===== src/rtl/bcd_seg_scan.sv =====
// rtl/bcd_seg_scan.sv - four-digit BCD seven-segment scanner with frame-aligned update (optional BCD_SEG_SCAN_LZB_EN)
module bcd_seg_scan #(
  parameter int PRESCALE = 1000
) (
  input  logic        clock,
  input  logic        reset,
  input  logic [15:0] din,
  input  logic        din_valid,
  output logic        din_ready,
  output logic [6:0]  seg,
  output logic [3:0]  an,
  output logic        err
);

  localparam logic [15:0] LAST = 16'(PRESCALE - 1);

  logic [15:0] presc;
  logic [1:0]  idx;
  logic [15:0] pend;
  logic [15:0] disp;
  logic        pend_full;
  logic        active;

  logic        tick;
  logic        frame;
  logic        xfer;
  logic        bad;
  logic        full_next;
  logic [3:0]  cur_digit;
  logic        blank;
  logic [6:0]  seg_next;

  // Scan timing, handshake and occupancy of the pending buffer
  always_comb begin
    tick      = active && (presc == LAST);
    frame     = tick && (idx == 2'd3);
    xfer      = din_valid && din_ready;
    bad       = (din[3:0] > 4'd9) || (din[7:4] > 4'd9) ||
                (din[11:8] > 4'd9) || (din[15:12] > 4'd9);
    full_next = xfer || (pend_full && !frame);
  end

  // Segment pattern for the digit currently selected by the index
  always_comb begin
    cur_digit = disp[{idx, 2'b00} +: 4];
    blank     = 1'b0;
`ifdef BCD_SEG_SCAN_LZB_EN
    case (idx)
      2'd3:    blank = (disp[15:12] == 4'd0);
      2'd2:    blank = (disp[15:8] == 8'd0);
      2'd1:    blank = (disp[15:4] == 12'd0);
      default: blank = 1'b0;
    endcase
`endif
    case (cur_digit)
      4'd0:    seg_next = 7'h40;
      4'd1:    seg_next = 7'h79;
      4'd2:    seg_next = 7'h24;
      4'd3:    seg_next = 7'h30;
      4'd4:    seg_next = 7'h19;
      4'd5:    seg_next = 7'h12;
      4'd6:    seg_next = 7'h02;
      4'd7:    seg_next = 7'h78;
      4'd8:    seg_next = 7'h00;
      4'd9:    seg_next = 7'h10;
      default: seg_next = 7'h7F;
    endcase
    if (blank) begin
      seg_next = 7'h7F;
    end
  end

  // Prescaler and digit index; both stay parked until the cycle after reset release
  always_ff @(posedge clock) begin
    if (!reset) begin
      active <= 1'b0;
      presc  <= 16'd0;
      idx    <= 2'd0;
    end else begin
      active <= 1'b1;
      if (active) begin
        presc <= tick ? 16'd0 : presc + 16'd1;
      end
      if (tick) begin
        idx <= idx + 2'd1;
      end
    end
  end

  // Pending buffer, display register and sticky error; display only moves at a frame boundary
  always_ff @(posedge clock) begin
    if (!reset) begin
      pend      <= 16'd0;
      pend_full <= 1'b0;
      disp      <= 16'd0;
      err       <= 1'b0;
      din_ready <= 1'b0;
    end else begin
      if (xfer) begin
        pend <= din;
        if (bad) begin
          err <= 1'b1;
        end
      end
      if (frame && pend_full) begin
        disp <= pend;
      end
      pend_full <= full_next;
      din_ready <= !full_next;
    end
  end

  // Registered digit drive; held dark until the scan is running
  always_ff @(posedge clock) begin
    if (!reset) begin
      seg <= 7'h7F;
      an  <= 4'hF;
    end else if (active) begin
      seg <= seg_next;
      an  <= ~(4'b0001 << idx);
    end
  end

endmodule


===== config.mk =====
export PLATFORM = sky130hd
export DESIGN_NAME = bcd_seg_scan
export DESIGN_NICKNAME = d
export VERILOG_FILES = /design/src/rtl/bcd_seg_scan.sv
export SDC_FILE = /design/constraint.sdc
export NUM_CORES = 1
export LEC_CHECK = 0
export BUFFER_PORTS_ARGS = -buffer_cell sky130_fd_sc_hd__buf_4
export CORE_UTILIZATION = 40
export DETAILED_ROUTE_END_ITERATION = 16
export REMOVE_ABC_BUFFERS = 1
export SLEW_MARGIN = 20
export SYNTH_ARGS = -nofsm -noshare
export SYNTH_HDL_FRONTEND = slang
export SYNTH_SLANG_ARGS = --single-unit

===== constraint.sdc =====
create_clock -name clock -period 1.9 [get_ports clock]
set_input_delay 0.38 -clock clock [delete_from_list [all_inputs] [get_ports clock]]
set_output_delay 0.38 -clock clock [all_outputs]
set_load 0.1 [all_outputs]

### Word level (Yosys, flattened, before mapping)

Memory sizes are Yosys's and may differ from the RTL's. A register that Yosys moved wholly into a read port is not among the register bits.
Cells that the tools add are included.

* bits in read-only memories: 112
* flip-flop bits (word level): 58
* logic and storage cells: 36
* memories kept: 1

Memories
* (no name shown): words 16, width 7, rd ports 1, clocked after Yosys merged registers in 1, write ports 0, RTL line 55 `case (cur_digit)`

* reduce and logical (&&, ||, !) cells: 13
* shift-type cells: 2
* order comparisons: 4
* bitwise gates (word level): 1
* muxes and demuxes: 2
* equality and inequality tests: 2
* add/sub/neg operators: 2

Operator list (count)
* adder 16 x 1 -> 16 bit, second input constant: 1
* equality test 16 x 10 -> 1 bit, second input constant: 1
* > comparator 4 bit, second input constant: 4
* two-way mux 16 bit: 1
* indexed part select 16 x 5 -> 4 bit: 1
* logical AND 1 bit: 5
* logical OR 1 bit: 4
* NOT 4 bit: 1
* left shift 1 x 2 -> 4 bit, first input constant: 1
* logical NOT 1 bit: 3
* adder 2 x 1 -> 2 bit, second input constant: 1
* equality test 2 bit, second input constant: 1
* AND reduction 2 bit: 1
* two-way mux 1 bit: 1

### Depth between registers and ports, before layout

Gate-level depths: netlist (run 1).

* depth after elaboration: 7
* mapped depth: 8
* depth with buffers taken out: 7

### Worst setup path before layout (run 1)

No wires, ideal clock.

* path type: register -> register
* start: reg din_ready
* end: reg pend[0]
* stages on the path, launching flop included: 6
* buffers on the path: 2
* arrival: 1832 ps
* library setup time: 70 ps
* period minus slack after synthesis: 1902 ps
* setup slack: -2 ps
* path through: dfxtp_1 > and2_1 > clkbuf_1 > clkbuf_1 > nand2_1 > a21boi_1

* longest elaborated chain between the ends: 1

RTL lines
* start: declaration: RTL line 9 `output logic din_ready,`
* start signal: assignment: RTL line 109 `din_ready <= !full_next;`
* logical AND 1 bit: RTL line 37 `xfer = din_valid && din_ready;`
* end signal: assignment: RTL line 100 `pend <= din;`
* end: declaration: RTL line 19 `logic [15:0] pend;`

No other way between the ends.
A chain may end at the register's enable or synchronous reset.

### Final worst setup path (run 1)

* start: reg idx[0]
* end: reg seg[2]

* longest elaborated chain between the ends: 1

RTL lines
* start: declaration: RTL line 18 `logic [1:0] idx;`
* start signal: assignment: RTL line 85 `idx <= idx + 2'd1;`
* indexed part select 16 x 5 -> 4 bit: RTL line 45 `cur_digit = disp[{idx, 2'b00} +: 4];`
* end: declaration: RTL line 10 `output logic [6:0] seg,`

No other way between the ends.

==> results by group, run 1 <==
Run status
  • Outcome: finished, final reports clean

Global route
  • Pin count of the biggest net entering global routing: 26
  • Number of global-route vias before repair: 2202
  • Overflow left after global routing: 0
  • Gr usage total: 17.2%
  • First-pass GRT wire length: 10100 µm
  • Initial antenna violation count: 0

Yosys
  • Post-synth EDFFs: 0
  • Area leader, netlist: dfxtp_1
  • Post-synthesis cell area: 2900 µm²
  • Largest cells by area after synthesis: dfxtp_1 45%, a21boi_1 9.3%, nand2_1 6.3%
  • Seq cells post-synth: 65
  • YS warnings: 0
  • Post-synthesis sequential area ratio: 44.8%
  • Area share of the largest cell type after synthesis: 44.8%
  • Prevailing post-synth register cell: dfxtp_1
  • Async SR Flop Fraction: 0%
  • Synth Instances: 329
  • Mean area per synthesized cell: 8.82 µm²
  • Unique masters post-synth: 32

Timing
  • Final Hold Vio Count: 0
  • Post-layout min period: 1.76 ns
  • Final Setup Violations: 0
  • Setup WS post-layout: 0.140 ns
  • Slew @ Worst Pin: 0.610 ns
  • Clock skew: 0.0109 ns
  • Max Slew Vio Count: 0
  • Final period util: 92.6%
  • RSZ-0062 raised after global routing: false
  • Relative slew slack: 59.2%
  • Fmax: 568 MHz

Power and ir drop
  • Leak: 1.26 nW
  • Worst vdd ir: 403 µV
  • Pwr dens: 826 nW/µm²

Final layout
  • Nets: 391
  • Area Growth Syn to Fin: 19.2%
  • Layout cells sized above 1: 19.1%
  • N_diodes: 0
  • Non-filler cells, final: 462

Setup path
  • Crit path depth: 5
  • Crit path kind: reg -> reg
  • Req. time, crit path: 2.11 ns
  • Critical path buffers and inverters: 1
  • Critical Path Slowest Stage Cell: mux4_2
  • R2r setup slk: 0.14 ns
  • Arrival time at the worst endpoint: 1.97 ns
  • CP endpoint kind: register
  • Worst Reg-to-Reg Cells: 5
  • Crit Path Max Fanout: 6
  • Crit. Startpoint: idx[0]
  • Reg-to-Reg End: seg[2]
  • CP max stage delay: 0.56 ns
  • Reg-to-reg critical path startpoint: idx[0]
  • CP cell instances: buf_4 > mux4_2 > o21ai_1 > and3_1 > a21oi_2
  • End of the critical path: seg[2]
  • Critical Path Start Type: register
  • Cell family with most CP delay: multiplexers

Drt
  • ANT nets after route: 0
  • Initial detailed-routing violation count: 91
  • Drt first pass iters: 4
  • Routed Wire Length: 5690 µm
  • WL/cell: 12.3 µm
  • Via count: 2294
  • Via density: 4.97
  • DRC: 0

CTS
  • Num CTS Buffers: 9
  • Clock Sink Count: 65
  • Setup Fix Bufs, Post-CTS: 0
  • Reg clk slew, reported paths: 0.07 ns
  • CTS tree: built
  • Worst-case clock buffer depth: 2
  • H-tree lvl count: 3
  • Root Driver: clkbuf_8
  • Clk_lat worst skew: 0.34 ns

Floorplan
  • Row Count: 30
  • # IOs: 32
  • Initial core utilization: 42.0%
  • Die area: 7600 µm²
  • Die Ht: 87.2 µm
  • Die X: 87.2 µm
  • Core Area: 6910 µm²

Run
  • Max_cap viols: 0

Placement
  • Inst Count DP: 447
  • GP Congestion: 0.840
  • Place WS: 0.0468 ns
  • HPWL after DPL: 4030 µm
  • Number of port buffers: 31

Min path
  • Worst min-delay path class: in -> reg
==> worst min path at each step <==
stage                     startpoint  endpoint  slack [ns]  cells past startpoint
after floorplan                reset    active        0.41                      0
after global placement       pend[7]   pend[7]        0.45                      2
after detailed placement    pend[15]  pend[15]        0.45                      2
after CTS                     din[8]   pend[8]        0.26                      3
after global routing         din[12]  pend[12]        0.26                      3
final                         din[0]   pend[0]        0.28                      3
==> worst reg2reg max path, cell delays in order (launching register included) <==
cell	delay, ns
dfxtp_2	0.37
buf_4	0.15
mux4_2	0.56
o21ai_1	0.11
and3_1	0.37
a21oi_2	0.08
==> cell type report <==
cell class	count	area [µm²]
clock inverter	2	37.5
timing repair buffer	43	335
clock buffer	13	159
sequential	65	1300
tap	96	120
inverter	9	33.8
fill	720	3450
multi-input combinational	234	1470
==> power breakdown <==
| group | internal, mW | leakage [nW] | switching, mW |
|---|---|---|---|
| Combinational | 0.0841 | 0.635 | 0.180 |
| Clock | 0.672 | 0.0957 | 0.498 |
| Sequential | 1.40 | 0.529 | 0.0230 |
| Total | 2.16 | 1.26 | 0.701 |
==> logic make-up (layout without fill, tap and decap cells) <==
logic type	after synthesis	in the layout	share of synthesized area, %
simple gates	125	125	20.4
compound gates	82	82	18.7
flops	65	65	44.8
buf+inv	30	67	4.48
xor+xnor	12	12	3.62
fa+ha+maj	10	10	4.31
mux	5	5	3.62
==> per-stage QoR <==
step / util, % / TNS (ns) / power [mW] / hold WS (ns) / instance area, µm²
6_report: 50.1 / 0 / 2.86 / 0.281 / 3460
5_1_grt: 50.1 / 0 / 2.98 / 0.264 / 3460
4_1_cts: 50.1 / 0 / 2.90 / 0.265 / 3460
3_5_place_dp: 47.2 / 0 / 1.72 / 0.447 / 3260
3_3_place_gp: 47.2 / 0 / 1.72 / 0.447 / 3260
2_1_floorplan: - / -1.97 / 1.63 / 0.408 / 2810
==> synthesized netlist by cell type (4+ instances only) <==
| library cell | count |
|---|---|
| mux4_2 | 4 |
| nor2_1 | 17 |
| a21oi_1 | 4 |
| and4_1 | 4 |
| clkbuf_1 | 16 |
| dfxtp_1 | 65 |
| a21oi_2 | 6 |
| o21ai_0 | 7 |
| or3_1 | 4 |
| nand2_1 | 49 |
| xnor2_1 | 6 |
| inv_1 | 9 |
| ha_1 | 10 |
| nand4_1 | 5 |
| a21boi_1 | 36 |
| xor2_1 | 6 |
| o21ai_1 | 25 |
| nand2b_1 | 4 |
| nand3_1 | 27 |
==> layout by cell type, fill, tap and decap left out, types with 4 or more instances in the layout <==
master,count
or3_1,4
xor2_1,6
and4_1,4
nand3_1,27
mux4_2,4
o21ai_0,7
nand2b_1,4
inv_1,8
a21boi_1,36
xnor2_1,6
o21ai_1,25
a21oi_1,4
nand4_1,5
dfxtp_1,64
nor2_1,17
ha_1,10
a21oi_2,6
clkbuf_8,11
nand2_1,49
buf_4,42
==> timing repair <==
action / in CTS / in global routing
endpoints found under the setup margin: 0 / 7
hold buffers: 0 / 0
resized for setup: 0 / 2
endpoints found under the hold margin: 0 / 0
==> metal layers <==
layer	vias up	track usage [%]	share of wire [%]
met2	44	26.5	43
met4	0	5.37	0.93
met3	7	7.11	5.0
li1	1204	-	-
met1	1039	22.1	51
met5	-	0	0
==> state kept, by name, summed over array words and instances (netlist names) <==
| signal | cells |
|---|---|
| err | 1 |
| din_ready | 1 |
| presc | 16 |
| an | 4 |
| seg | 7 |
| pend | 16 |
| disp | 16 |
| idx | 2 |
| pend_full | 1 |
| active | 1 |
(Power assumes the default switching activity.)
==> run 2, diff against run 1 <==
CORE_UTILIZATION = 48   (was 40)
CTS_CLUSTER_SIZE = 12   (was not set)
PLACE_DENSITY = 0.7   (was not set)
==> run 2 against run 1 <==
Utilization is 10 points higher. Final cell count is 4.8% lower. Clock-buffer cell count is 3 lower. Critical path depth is 2 higher. Via count is 1.3% higher. Wire length is 1.1% lower. Largest power group unchanged. Worst setup slack worse by 0.041 ns. Non-clock buffer count is 2 higher. Maximum frequency is 2.3% lower.
==> results by group, run 2 (synthesis results as in run 1) <==
Min path
  • Hold endpoint: pend[12] (was pend[0])
  • Hold path depth: 3 (unchanged)
  • Min-delay src: din[12] (was din[0])
  • Worst min-delay path class: in -> reg (unchanged)

Placement
  • HPWL after DPL: 4020 µm (was 4030 µm)
  • DP Area: 3240 µm² (was 3260 µm²)
  • Place WS: 0.0521 ns (was 0.0468 ns)
  • GP Congestion: 0.858 (was 0.840)
  • Number of port buffers: 31 (unchanged)

Setup path
  • Worst Reg-to-Reg Cells: 7 (was 5)
  • CP endpoint kind: register (unchanged)
  • R2r setup slk: 0.1 ns (was 0.14 ns)
  • Req. time, crit path: 2.12 ns (was 2.11 ns)
  • Arrival time at the worst endpoint: 2.02 ns (was 1.97 ns)
  • Crit Path Max Fanout: 3 (was 6)
  • Reg-to-Reg End: seg[4] (was seg[2])
  • Reg-to-reg critical path startpoint: idx[0] (unchanged)
  • Crit path kind: reg -> reg (unchanged)
  • Critical Path Start Type: register (unchanged)

Floorplan
  • Die X: 79.8 µm (was 87.2 µm)
  • Die area: 6360 µm² (was 7600 µm²)
  • Core Area: 5680 µm² (was 6910 µm²)
  • # IOs: 32 (unchanged)
  • Initial core utilization: 51.1% (was 42.0%)
  • Die Ht: 79.8 µm (was 87.2 µm)
  • Row Count: 27 (was 30)

Global route
  • Initial antenna violation count: 0 (unchanged)
  • Overflow left after global routing: 0 (unchanged)
  • First-pass GRT wire length: 9940 µm (was 10100 µm)
  • Gr usage total: 20.4% (was 17.2%)
  • Pin count of the biggest net entering global routing: 27 (was 26)
  • Number of global-route vias before repair: 2200 (was 2202)

Final layout
  • Multi-input logic area: 1470 µm² (unchanged)
  • Most common cell after layout, fill and taps aside: dfxtp_1 (unchanged)
  • Biggest regs: disp: 16 flops, pend: 16 flops, presc: 16 flops (unchanged)
  • N_diodes: 0 (unchanged)
  • Area Growth Syn to Fin: 17.8% (was 19.2%)
  • Final instance area: 3420 µm² (was 3460 µm²)
  • Nets: 393 (was 391)
  • Layout cells sized above 1: 20.1% (was 19.1%)
  • Register area: 1300 µm² (unchanged)
  • Commonest non-fill, non-tap cells in the layout: 64 x dfxtp_1, 49 x nand2_1, 44 x buf_4 (was 64 x dfxtp_1, 49 x nand2_1, 42 x buf_4)
  • Filler instances: 532 (was 720)

Drt
  • Routed Wire Length: 5630 µm (was 5690 µm)
  • WL/cell: 12.8 µm (was 12.3 µm)
  • DRC: 0 (unchanged)
  • Drt first pass iters: 4 (unchanged)
  • Via density: 5.28 (was 4.97)
  • Via count: 2324 (was 2294)
  • Initial detailed-routing violation count: 86 (was 91)
  • ANT nets after route: 0 (unchanged)

CTS
  • Num CTS Buffers: 9 (unchanged)
  • H-tree lvl count: 3 (unchanged)
  • Clock Sink Count: 65 (unchanged)
  • Worst-case clock buffer depth: 2 (unchanged)
  • Reg clk slew, reported paths: 0.07 ns (about the same)
  • CTS hold repair buffers: 0 (unchanged)
  • CTS tree: built (unchanged)
  • Root Driver: clkbuf_8 (unchanged)
  • Clk_lat worst skew: 0.34 ns (about the same)

Timing
  • Fmax: 555 MHz (was 568 MHz)
  • Slew @ Worst Pin: 0.579 ns (was 0.610 ns)
  • Final period util: 94.8% (was 92.6%)
  • Relative slew slack: 61.3% (was 59.2%)
  • Setup WS post-layout: 0.0994 ns (was 0.140 ns)
  • Post-layout min period: 1.80 ns (was 1.76 ns)
  • Final Setup Violations: 0 (unchanged)
  • Clock skew: 0.00706 ns (was 0.0109 ns)
  • Max Slew Vio Count: 0 (unchanged)
  • RSZ-0062 raised after global routing: false (unchanged)
  • Final Hold Vio Count: 0 (unchanged)

Power and ir drop
  • Total Power Consumption: 2.70 mW (was 2.86 mW)
  • Pwr dens: 791 nW/µm² (was 826 nW/µm²)
  • Worst vdd ir: 545 µV (was 403 µV)
  • Leak: 1.26 nW (about the same)

Run
  • Max_cap viols: 0 (unchanged)

Run status
  • Outcome: finished, final reports clean (unchanged)
[run 2: layout make-up]
type / count / share of cell area, %
well taps: 72 / 2.64
clock buffers: 10 / 4.03
inverters: 9 / 0.989
multi-input cells: 234 / 43.0
flip-flops and latches: 65 / 38.1
clock inverters: 5 / 0.952
repair buffers: 45 / 10.3
[run 2: worst max-delay path, cell delays in order, from the launching register on]
cell	delay, ns
dfxtp_2	0.36
mux4_2	0.51
inv_1	0.13
ha_1	0.16
inv_1	0.05
mux2_4	0.26
o211ai_2	0.13
nand3_1	0.08
[run 2: metrics by stage]
step / hold slack (ns) / std cells / utilization, % / setup TNS, ns
after floorplan: 0.408 / 308 / - / -1.97
after CTS: 0.279 / 439 / 60.1 / 0
final: 0.283 / 440 / 60.2 / 0
after global placement: 0.443 / 424 / 57.1 / 0
after detailed placement: 0.445 / 424 / 57.1 / 0
after global routing: 0.284 / 440 / 60.2 / 0
[run 2: what timing repair did]
item                                    4_1_cts  5_1_grt
hold endpoints to repair                      0        0
buffers inserted                              0        1
resized for setup                             0        2
endpoints found under the setup margin        0       11
[run 2: how the worst max path moves through the flow]
stage,end,cells past startpoint,start
2_1_floorplan,presc[10],4,active
3_3_place_gp,seg[4],7,idx[0]
3_5_place_dp,seg[4],7,idx[0]
4_1_cts,seg[4],7,idx[0]
5_1_grt,seg[5],6,idx[0]
6_report,seg[4],7,idx[0]
[run 2: routing by layer]
layer | share of wire (%) | track usage, % | up-vias | routed length (µm)
met5 | 0 | 0 | - | 0
met1 | 51 | 26.8 | 1062 | 2890
met4 | 1.2 | 6.96 | 0 | 68
li1 | - | - | 1210 | -
met3 | 4.1 | 6.97 | 7 | 228
met2 | 43 | 31.2 | 45 | 2440
[run 2: power by group]
part           internal (mW)  leakage (nW)  switching (mW)
Combinational         0.0847         0.646           0.180
Clock                  0.496        0.0802           0.522
Sequential              1.40         0.529          0.0227
Total                   1.98          1.26           0.725
